--- src/rtl/stage_mem_pkg.sv ---
// ============================================================================
// Module   : stage_mem_pkg
// Brief    : Shared types and helpers for the handshaked memory stage.
// Revision : 1.0
// ============================================================================
`default_nettype none

package stage_mem_pkg;

    localparam int MAX_LANES = 8;

    typedef enum logic [1:0] {
        ACCESS_BYTE   = 2'b00,
        ACCESS_HALF   = 2'b01,
        ACCESS_WORD   = 2'b10,
        ACCESS_DOUBLE = 2'b11
    } DataAccess;

    typedef enum logic [1:0] {
        FAULT_NONE     = 2'b00,
        FAULT_MISALIGN = 2'b01,
        FAULT_BUS      = 2'b10,
        FAULT_TIMEOUT  = 2'b11
    } MemFault;

    typedef enum logic [1:0] {
        SEL_ALU  = 2'b00,
        SEL_LOAD = 2'b01,
        SEL_LINK = 2'b10,
        SEL_ZERO = 2'b11
    } RegWrSel;

    typedef enum logic [1:0] {
        ST_IDLE = 2'b00,
        ST_REQ  = 2'b01,
        ST_RSP  = 2'b10
    } StageState;

    function automatic logic [MAX_LANES-1:0] size_mask(input DataAccess access);
        case (access)
            ACCESS_BYTE: size_mask = 8'h01;
            ACCESS_HALF: size_mask = 8'h03;
            ACCESS_WORD: size_mask = 8'h0F;
            default:     size_mask = 8'hFF;
        endcase
    endfunction

endpackage

`default_nettype wire

--- src/rtl/stage_mem_hs_load_align.sv ---
// ============================================================================
// Module   : load_align
// Brief    : Extracts a load from its byte lane and sign/zero extends it.
// Revision : 1.0
// ============================================================================
`default_nettype none

module load_align
    import stage_mem_pkg::*;
#(
    parameter int XLEN = 32
) (
    input  logic [XLEN-1:0]             i_rdData,
    input  logic [$clog2(XLEN/8)-1:0]   i_offset,
    input  DataAccess                   i_access,
    input  logic                        i_isUnsigned,
    output logic [XLEN-1:0]             o_loadData
);

    logic [XLEN-1:0] w_shifted;
    logic [XLEN-1:0] w_keep;
    logic            w_sign;

    always_comb begin
        w_shifted = i_rdData >> {i_offset, 3'b000};
        case (i_access)
            ACCESS_BYTE: begin
                w_keep = XLEN'(8'hFF);
                w_sign = w_shifted[7];
            end
            ACCESS_HALF: begin
                w_keep = XLEN'(16'hFFFF);
                w_sign = w_shifted[15];
            end
            ACCESS_WORD: begin
                w_keep = XLEN'(32'hFFFF_FFFF);
                w_sign = w_shifted[31];
            end
            default: begin
                w_keep = '1;
                w_sign = w_shifted[XLEN-1];
            end
        endcase
        o_loadData = (w_shifted & w_keep) | (~w_keep & {XLEN{w_sign & ~i_isUnsigned}});
    end

endmodule

`default_nettype wire

--- src/rtl/stage_mem_hs.sv ---
// ============================================================================
// Module   : stage_mem_hs
// Brief    : Memory pipeline stage with request/grant/response bus and stall.
// Revision : 1.0
// ============================================================================
`default_nettype none

module stage_mem_hs
    import stage_mem_pkg::*;
#(
    parameter int XLEN       = 32,
    parameter int ADDR_WIDTH = 32,
    parameter int PC_WIDTH   = 32,
    parameter int PC_INC     = 4,
    parameter int TIMEOUT    = 255
) (
    input  logic                    i_clock,
    input  logic                    i_reset,
    input  logic                    i_valid,
    output logic                    o_ready,
    input  logic [PC_WIDTH-1:0]     i_pc,
    input  logic [XLEN-1:0]         i_result,
    input  logic [XLEN-1:0]         i_dataB,
    input  logic                    i_memWrEnable,
    input  logic                    i_memRdEnable,
    input  logic [1:0]              i_memAccess,
    input  logic                    i_memUnsigned,
    input  logic [1:0]              i_regWrDataSel,
    output logic                    o_valid,
    output logic [XLEN-1:0]         o_regWrData,
    output logic [1:0]              o_fault,
    output logic [ADDR_WIDTH-1:0]   o_faultAddr,
    output logic                    o_busReq,
    input  logic                    i_busGnt,
    output logic [ADDR_WIDTH-1:0]   o_busAddr,
    output logic                    o_busWrite,
    output logic [XLEN/8-1:0]       o_busByteEn,
    output logic [XLEN-1:0]         o_busWrData,
    input  logic                    i_busRspValid,
    input  logic [XLEN-1:0]         i_busRdData,
    input  logic                    i_busError
);

    localparam int LANES = XLEN / 8;
    localparam int OFFW  = $clog2(LANES);
    localparam int TOW   = (TIMEOUT < 2) ? 1 : $clog2(TIMEOUT + 1);

    StageState              r_state;
    logic                   r_busReq;
    logic [ADDR_WIDTH-1:0]  r_busAddr;
    logic                   r_busWrite;
    logic [LANES-1:0]       r_busByteEn;
    logic [XLEN-1:0]        r_busWrData;
    logic                   r_valid;
    logic [XLEN-1:0]        r_regWrData;
    MemFault                r_fault;
    logic [ADDR_WIDTH-1:0]  r_faultAddr;
    logic [TOW-1:0]         r_toCnt;
    logic [ADDR_WIDTH-1:0]  r_addr;
    DataAccess              r_access;
    logic                   r_unsigned;
    RegWrSel                r_sel;
    logic [XLEN-1:0]        r_alu;
    logic [XLEN-1:0]        r_link;

    DataAccess              w_access;
    logic [ADDR_WIDTH-1:0]  w_addr;
    logic [OFFW-1:0]        w_off;
    logic [2:0]             w_alignMask;
    logic                   w_misaligned;
    logic                   w_isMem;
    logic [LANES-1:0]       w_laneMask;
    logic [LANES-1:0]       w_byteEn;
    logic [XLEN-1:0]        w_wrData;
    logic [PC_WIDTH-1:0]    w_linkPc;
    logic [XLEN-1:0]        w_loadData;
    logic [TOW-1:0]         w_toNext;
    logic                   w_rspTaken;
    logic                   w_timedOut;
    MemFault                w_cmplFault;

    assign w_access    = DataAccess'(i_memAccess);
    assign w_addr      = i_result[ADDR_WIDTH-1:0];
    assign w_off       = w_addr[OFFW-1:0];
    assign w_isMem     = i_memWrEnable | i_memRdEnable;
    assign w_alignMask = {w_access == ACCESS_DOUBLE,
                          (w_access == ACCESS_WORD) || (w_access == ACCESS_DOUBLE),
                          w_access != ACCESS_BYTE};
    // A double access has no legal alignment on a 32-bit datapath.
    assign w_misaligned = (|(w_addr[2:0] & w_alignMask)) ||
                          ((w_access == ACCESS_DOUBLE) && (XLEN < 64));
    assign w_laneMask  = LANES'(size_mask(w_access));
    assign w_byteEn    = w_laneMask << w_off;
    assign w_wrData    = i_dataB << {w_off, 3'b000};
    assign w_linkPc    = i_pc + PC_WIDTH'(PC_INC);

    load_align #(
        .XLEN (XLEN)
    ) u_loadAlign (
        .i_rdData     (i_busRdData),
        .i_offset     (r_addr[OFFW-1:0]),
        .i_access     (r_access),
        .i_isUnsigned (r_unsigned),
        .o_loadData   (w_loadData)
    );

    // A response is honoured in REQ only when it coincides with the grant.
    assign w_rspTaken  = i_busRspValid &&
                         (((r_state == ST_REQ) && i_busGnt) || (r_state == ST_RSP));
    assign w_toNext    = r_toCnt + TOW'(1);
    assign w_timedOut  = (TIMEOUT != 0) && (r_state == ST_RSP) && !i_busRspValid &&
                         (w_toNext == TOW'(TIMEOUT));
    assign w_cmplFault = w_timedOut ? FAULT_TIMEOUT : (i_busError ? FAULT_BUS : FAULT_NONE);

    function automatic logic [XLEN-1:0] wbValue(
        input RegWrSel         sel,
        input logic [XLEN-1:0] alu,
        input logic [XLEN-1:0] link,
        input logic [XLEN-1:0] load,
        input logic            loadOk
    );
        case (sel)
            SEL_ALU:  wbValue = alu;
            SEL_LOAD: wbValue = loadOk ? load : '0;
            SEL_LINK: wbValue = link;
            default:  wbValue = '0;
        endcase
    endfunction

    always_ff @(posedge i_clock or negedge i_reset) begin
        if (!i_reset) begin
            r_state     <= ST_IDLE;
            r_busReq    <= 1'b0;
            r_busAddr   <= '0;
            r_busWrite  <= 1'b0;
            r_busByteEn <= '0;
            r_busWrData <= '0;
            r_valid     <= 1'b0;
            r_regWrData <= '0;
            r_fault     <= FAULT_NONE;
            r_faultAddr <= '0;
            r_toCnt     <= '0;
            r_addr      <= '0;
            r_access    <= ACCESS_BYTE;
            r_unsigned  <= 1'b0;
            r_sel       <= SEL_ALU;
            r_alu       <= '0;
            r_link      <= '0;
        end else begin
            r_valid <= 1'b0;
            if (w_rspTaken || w_timedOut) begin
                r_valid     <= 1'b1;
                r_fault     <= w_cmplFault;
                r_faultAddr <= (w_cmplFault != FAULT_NONE) ? r_addr : '0;
                r_regWrData <= wbValue(r_sel, r_alu, r_link, w_loadData,
                                       w_cmplFault == FAULT_NONE);
                r_busReq    <= 1'b0;
                r_busByteEn <= '0;
                r_state     <= ST_IDLE;
            end else begin
                case (r_state)
                    ST_IDLE: begin
                        if (i_valid) begin
                            r_addr     <= w_addr;
                            r_access   <= w_access;
                            r_unsigned <= i_memUnsigned;
                            r_sel      <= RegWrSel'(i_regWrDataSel);
                            r_alu      <= i_result;
                            r_link     <= XLEN'(w_linkPc);
                            if (!w_isMem) begin
                                r_valid     <= 1'b1;
                                r_fault     <= FAULT_NONE;
                                r_faultAddr <= '0;
                                r_regWrData <= wbValue(RegWrSel'(i_regWrDataSel), i_result,
                                                       XLEN'(w_linkPc), '0, 1'b0);
                            end else if (w_misaligned) begin
                                r_valid     <= 1'b1;
                                r_fault     <= FAULT_MISALIGN;
                                r_faultAddr <= w_addr;
                                r_regWrData <= '0;
                            end else begin
                                r_busReq    <= 1'b1;
                                r_busAddr   <= {w_addr[ADDR_WIDTH-1:OFFW], OFFW'(0)};
                                r_busWrite  <= i_memWrEnable;
                                r_busByteEn <= w_byteEn;
                                r_busWrData <= w_wrData;
                                r_state     <= ST_REQ;
                            end
                        end
                    end
                    ST_REQ: begin
                        if (i_busGnt) begin
                            r_busReq    <= 1'b0;
                            r_busByteEn <= '0;
                            r_toCnt     <= '0;
                            r_state     <= ST_RSP;
                        end
                    end
                    ST_RSP: begin
                        r_toCnt <= w_toNext;
                    end
                    default: begin
                        r_state <= ST_IDLE;
                    end
                endcase
            end
        end
    end

    assign o_ready     = (r_state == ST_IDLE);
    assign o_valid     = r_valid;
    assign o_regWrData = r_regWrData;
    assign o_fault     = r_fault;
    assign o_faultAddr = r_faultAddr;
    assign o_busReq    = r_busReq;
    assign o_busAddr   = r_busAddr;
    assign o_busWrite  = r_busWrite;
    assign o_busByteEn = r_busByteEn;
    assign o_busWrData = r_busWrData;

endmodule

`default_nettype wire

--- config.mk ---
export PLATFORM = sky130hd
export DESIGN_NAME = stage_mem_hs
export DESIGN_NICKNAME = d
export VERILOG_FILES = /design/src/rtl/stage_mem_pkg.sv /design/src/rtl/stage_mem_hs_load_align.sv /design/src/rtl/stage_mem_hs.sv
export SDC_FILE = /design/constraint.sdc
export NUM_CORES = 1
export LEC_CHECK = 0
export CAP_MARGIN = 15
export CORE_MARGIN = 5
export CORE_UTILIZATION = 46
export DETAILED_ROUTE_END_ITERATION = 7
export PLACE_DENSITY = 0.82
export SYNTH_ARGS = -nofsm -noshare
export SYNTH_HDL_FRONTEND = slang
export SYNTH_SLANG_ARGS = --single-unit
--- constraint.sdc ---
create_clock -name i_clock -period 2.3 [get_ports i_clock]
set_input_delay 0.575 -clock i_clock [delete_from_list [all_inputs] [get_ports i_clock]]
set_output_delay 0.575 -clock i_clock [all_outputs]
set_load 0.03 [all_outputs]
==> impl_metrics.py, run 1 <==
metrics = {
    "clock_tree": {
        "clkTransAtPathRegs_ps": 60,
        "htree_levels": 1,
        "numCtsBuffers": 24,
        "cts_root_buf": "clkbuf_16",
        "clockBufferDepth": 3,
        "cts_tree": "built",
        "clkLatencyLatePin_ps": 530,
        "clock_sink_count": 214,
    },
    "critical_path": {
        "critPathRequiredTime_ps": 2690,
        "crit_family": "compound AO/OA/AOI/OAI gates",
        "path_buf_inv": 4,
        "cp_max_fo": 17,
        "start_kind": "register",
        "crit_path_end_kind": "register",
        "cp.arrival_ps": 2870,
        "slowest_stage": "dfrtp_2",
        "cp_slowest_stage_delay_ps": 440,
        "cp_common_cell": "buf_12",
        "worst-setup-path-type": "register to register",
        "r2r_slack_ps": -180,
        "crit_chain": "buf_6, nand2_4, or3_4, a2111oi_4, buf_4, buf_12, a311oi_4, buf_12, a221oi_4, nor2_1",
    },
    "global_routing": {
        "grt-ovfl-total": 0,
        "grt_usage_pct": 28.9,
        "antenna_found_initial": 4,
        "grt_pass1_vias": 12200,
        "grt_pass1_wl_mm": 66.7,
        "grt_max_degree": 99,
    },
    "drt": {
        "viasPerCell": 5.92,
        "drtAntennaViolNets": 0,
        "drt_wl_total_mm": 43.8,
        "routedWlPerCell_um": 21.5,
        "drtIter0Drc": 1527,
        "vias": 12100,
        "drc_errors": 0,
        "firstDrtPassIters": 6,
    },
    "final_layout": {
        "drive_gt1_share_pct": 18.5,
        "final_cell_mix": "315 x nand2_1, 272 x clkdlybuf4s50_1, 210 x dfrtp_1",
        "synthToLayoutAreaGrowth_pct": 46.9,
        "finalNonFillerCells": 2043,
        "layout.cells.most_common": "nand2_1",
        "design_area_mm2": 0.0172,
        "fin_nets": 1837,
        "fin_util_pct": 68.5,
    },
    "power_and_ir_drop": {
        "p_per_area_mw_per_mm2": 966,
        "p_leak_uw": 0.00750,
        "ir_worst_vdd_v": 0.000649,
    },
    "synth": {
        "netlist_area_mm2": 0.0117,
        "synth_edf_count": 0,
        "synth_top_area_share_pct": 45.7,
        "syn_inst": 1338,
        "yosysTopAreaCell": "dfrtp_1",
        "ys.flop_type": "dfrtp_1",
        "yosysSeqAreaShare_pct": 45.7,
        "synth.avg_cell_area_um2": 8.75,
        "async_flop_share_pct": 100,
        "yosysWarnings": 0,
        "ys_top_cells_by_area": "dfrtp_1 46%, nand2_1 10%, mux2i_1 5.6%",
        "synth_cell_types": 57,
        "ys_ff_latch": 214,
    },
    "floorplanning": {
        "rows": 58,
        "ios": 279,
        "die_h_um": 170,
        "coreArea_mm2": 0.0251,
        "die_area_mm2": 0.0288,
        "die_x_um": 170,
        "start_util_pct": 46.7,
    },
    "placed_design": {
        "hpwlAfterDp_mm": 30.4,
        "dp_cells": 1976,
        "portBuffers": 276,
        "postPlaceCellArea_mm2": 0.0158,
        "place.gp.congestion": 0.958,
        "place_ws_ps": -535,
    },
    "timing": {
        "period_minus_slack_ps": 2480,
        "max_freq_ghz": 0.403,
        "relSlewSlack_pct": 53.9,
        "maxSlewViolCount": 0,
        "setup_violations": 72,
        "fin_skew_ps": 18.6,
        "hold_viol_final": 0,
        "worst_pin_slew_ps": 689,
        "rsz0062_at_grt": "true",
        "min_period_over_period_pct": 108,
        "layout_setup_ws_ps": -179,
    },
    "outcome": {
        "status": "finished, violations left",
        "violations": "setup timing",
    },
    "flow_run": {
        "max_cap_viol_count": 0,
    },
    "min_path": {
        "min_path_type": "register to register",
    },
}
==> through the flow <==
stage               hold slack (ps)  TNS (ps)  total power [µW]
CTS                             477     -1780             16400
finish                          470     -8400             16600
global placement                450    -27340             11800
global route                    500    -16010             17300
detailed placement              462    -35340             12000
floorplan                       279      -767              9010
==> final cells by class <==
| cell class | instances | area (µm²) |
|---|---|---|
| Fill cell | 1858 | 7900 |
| Multi-Input combinational cell | 1010 | 6250 |
| Sequential cell | 214 | 5360 |
| Timing Repair Buffer | 432 | 4250 |
| Clock buffer | 28 | 657 |
| Tap cell | 330 | 413 |
| Clock inverter | 16 | 231 |
| Inverter | 11 | 41.3 |
| Antenna cell | 2 | 5.00 |
==> registers in the layout, summed over array words and instances, names as in the netlist, 2 cells and up <==
register and flops:
r_alu 32, r_link 32, r_toCnt 8, r_access 2
o_busAddr 30, o_faultAddr 32, o_busWrData 32, o_busByteEn 4
o_regWrData 32, r_state 2, r_sel 2, o_fault 2
==> cell usage after synthesis, types with 11 or more instances <==
library cell,number
nor2b_1,12
clkbuf_1,67
buf_1,13
mux2i_1,65
dfrtp_1,214
a221oi_2,20
a31oi_1,40
o211ai_1,49
a221oi_1,12
xnor2_1,13
a211o_1,14
nand4_1,11
a22oi_1,16
nor2_1,171
o21ai_0,45
a21o_1,12
a21oi_1,40
nand2_1,320
a311oi_1,12
nand3_1,36
xor2_1,18
mux2_2,11
buf_2,12
==> cell families after synthesis <==
family                     share of synthesized area, %
and+or+nand+nor                                    20.9
AOI/OAI and AO/OA                                  19.6
DFF                                                45.7
buffers and inverters                              4.36
muxes                                              6.80
xor gates and xnor gates                           2.32
adders and majority gates                         0.320
other                                            0.0320
==> worst register-to-register path, delay by kind of cell, from the launching register on <==
| family | cells | cell delay (ps) |
|---|---|---|
| compound gates | 3 | 770 |
| flops | 1 | 440 |
| buf+inv | 4 | 690 |
| simple gates | 3 | 470 |
==> routing by layer <==
metal / global-route usage, % / part of all wire (%)
met5: 0 / 0.087
met4: 10.6 / 4.2
met3: 8.53 / 11
met2: 46.7 / 46
met1: 36.9 / 39
==> worst paths after layout <==
check | from | endpoint | depth (start not counted)
min in group asynchronous | i_reset | o_busAddr[4] | 2
worst max-delay path | r_toCnt[0] | o_faultAddr[30] | 10
worst min register to register | o_busWrData[6] | o_busWrData[6] | 2
worst min-delay path | o_busWrData[6] | o_busWrData[6] | 2
max in group asynchronous | i_reset | o_busWrData[10] | 3
worst max register to register | r_toCnt[0] | o_faultAddr[30] | 10
==> power by group <==
part | leakage, µW | switching (µW) | internal [µW]
sequential | 0.00262 | 812 | 4770
clock | 0.000416 | 1660 | 2620
combinational | 0.00446 | 3940 | 2820
total | 0.00750 | 6410 | 10200
==> what timing repair did <==
action                                 in CTS  in global routing
endpoints found under the hold margin      19                  0
resized for setup                          23                 59
setup buffers                              10                  6
pin swaps                                   6                 19
cloned                                      2                  3
hold buffers                                1                  0
setup endpoints to repair                  76                 80
Note: power is estimated with default switching activity, not from simulation.
==> run 2: changes to the inputs <==
Settings changed: TNS_END_PERCENT set to 5.
==> impl_metrics.py, run 2 (same netlist as run 1, synthesis figures left out) <==
metrics = {
    "timing": {
        "holdWs_ps": -3.43,
        "min_period_over_period_pct": 103,
        "max_freq_ghz": 0.420,
        "worst_pin_slew_ps": 696,
        "period_minus_slack_ps": 2380,
        "relSlewSlack_pct": 53.4,
        "hold_viol_final": 1,
        "setup_violations": 17,
        "fin_skew_ps": 18.4,
        "maxSlewViolCount": 0,
        "rsz0062_at_grt": "true",
        "layout_setup_ws_ps": -79.0,
    },
    "placed_design": {
        "portBuffers": 276,
        "hpwlAfterDp_mm": 32.5,
        "postPlaceCellArea_mm2": 0.0158,
        "place.gp.congestion": 0.973,
    },
    "final_layout": {
        "fin_nets": 1833,
        "layout.cells.most_common": "nand2_1",
        "diodes": 0,
        "synthToLayoutAreaGrowth_pct": 43.0,
        "drive_gt1_share_pct": 15.3,
        "nFillCells": 1918,
        "ff_latch_area_mm2": 0.00536,
        "multiInputGateArea_mm2": 0.00602,
        "final_cell_mix": "317 x nand2_1, 272 x clkdlybuf4s50_1, 211 x dfrtp_1",
        "design_area_mm2": 0.0167,
    },
    "clock_tree": {
        "clkTransAtPathRegs_ps": 60,
        "clockBufferDepth": 3,
        "cts_root_buf": "clkbuf_16",
        "cts_tree": "built",
        "numCtsBuffers": 23,
        "cts_hold_buf": 0,
        "clock_sink_count": 214,
        "htree_levels": 1,
        "clkLatencyLatePin_ps": 520,
    },
    "drt": {
        "vias": 12100,
        "drc_errors": 3,
        "routedWlPerCell_um": 21.6,
        "drt_wl_total_mm": 44.0,
        "viasPerCell": 5.96,
        "drtIter0Drc": 1343,
        "drtAntennaViolNets": 0,
        "firstDrtPassIters": 8,
    },
    "power_and_ir_drop": {
        "intPower_uw": 9600,
        "power.share.clock_pct": 22.7,
        "ir_worst_vdd_v": 0.000675,
        "combPwrFrac_pct": 42.2,
        "p_sw_share_pct": 39.7,
        "total_power_uw": 15900,
        "pwr-share-seq_pct": 35.0,
        "p_leak_uw": 0.00737,
        "p_per_area_mw_per_mm2": 950,
        "p_sw_uw": 6320,
    },
    "global_routing": {
        "grt_usage_pct": 29.5,
        "grt-ovfl-total": 0,
        "antenna_found_initial": 0,
        "grt_max_degree": 99,
        "grt_pass1_vias": 11900,
        "grt_pass1_wl_mm": 67.6,
    },
    "outcome": {
        "violations": "DRC, hold timing, setup timing",
        "status": "finished, violations left",
    },
    "critical_path": {
        "slowest_stage": "dfrtp_1",
        "crit_chain": "nand3_2, or3_4, a2111oi_4, buf_12, a311oi_4, buf_6, buf_12, a22oi_1, o221ai_1",
        "rr_worst_depth": 9,
        "crit_path_end_kind": "register",
        "cp_slowest_stage_delay_ps": 420,
        "rr_endpoint": "o_regWrData[22]",
        "path_buf_inv": 3,
        "r2r_slack_ps": -80,
        "cp.arrival_ps": 2760,
        "crit_family": "compound AO/OA/AOI/OAI gates",
        "start_kind": "register",
        "worst-setup-path-type": "register to register",
        "critPathRequiredTime_ps": 2680,
        "cp_max_fo": 9,
        "r2r-start": "r_toCnt[4]",
        "cp_common_cell": "buf_12",
    },
    "flow_run": {
        "max_cap_viol_count": 0,
    },
    "floorplanning": {
        "die_x_um": 170,
        "ios": 279,
        "die_h_um": 170,
        "die_area_mm2": 0.0288,
        "coreArea_mm2": 0.0251,
        "rows": 58,
        "start_util_pct": 46.7,
    },
    "min_path": {
        "min_path_type": "input port to async pin",
    },
}
## run 2: power groups by stage
stage	registers [µW]	logic, µW	clock network (µW)
2_1_floorplan	6810	2170	0
3_5_place_dp	5590	6550	0
3_3_place_gp	5550	6430	0
4_1_cts	5540	6670	3640
5_1_grt	5690	7160	3780
6_report	5580	6720	3620
## run 2: worst max path at each step
stage / to / start / slack (ps) / depth (start not counted)
after floorplan: o_regWrData[11] / r_toCnt[3] / -40 / 9
after global placement: o_regWrData[20] / i_busRspValid / -420 / 10
after detailed placement: r_toCnt[5] / i_busRspValid / -560 / 8
after CTS: o_faultAddr[27] / r_toCnt[1] / -20 / 9
after global routing: o_regWrData[22] / r_toCnt[4] / -140 / 9
final: o_regWrData[22] / r_toCnt[4] / -80 / 9
## run 2: area by class of cell
class,count,area share [%]
Clock buffer,34,3.86
Clock inverter,7,0.396
Inverter,11,0.247
Multi-Input combinational cell,1009,35.9
Sequential cell,214,32.0
Tap cell,330,2.47
Timing Repair Buffer,430,25.1
## run 2: repair_timing
action,in CTS,in global routing
setup buffers,8,0
resized for setup,16,16
setup endpoints to repair,80,72
pin swaps,4,2
## run 2: worst register-to-register path: stages, from the launching register on
cell	delay, ps
dfrtp_1	420
nand3_2	110
or3_4	390
a2111oi_4	350
buf_12	190
a311oi_4	120
buf_6	170
buf_12	140
a22oi_1	200
o221ai_1	150
## run 2: metrics by stage
step	TNS, ps	utilization [%]	setup WS [ps]	instances
after floorplan	-1310	-	-44.4	1339
final	-342	66.7	-79.0	2035
after detailed placement	-41690	63.1	-562	1986
after global routing	-4410	66.7	-141	2035
after global placement	-37520	63.1	-425	1986
after CTS	-124	66.4	-22.7	2035
## run 2: routing by layer
metal | share of wire [%] | global-route usage [%] | wire length (µm) | vias up
met3 | 12 | 9.13 | 5270 | 118
li1 | - | - | - | 5407
met1 | 38 | 38.2 | 16800 | 5830
met5 | 0 | 0 | 0 | -
met2 | 46 | 47.1 | 20200 | 766
met4 | 3.8 | 10.7 | 1690 | 0
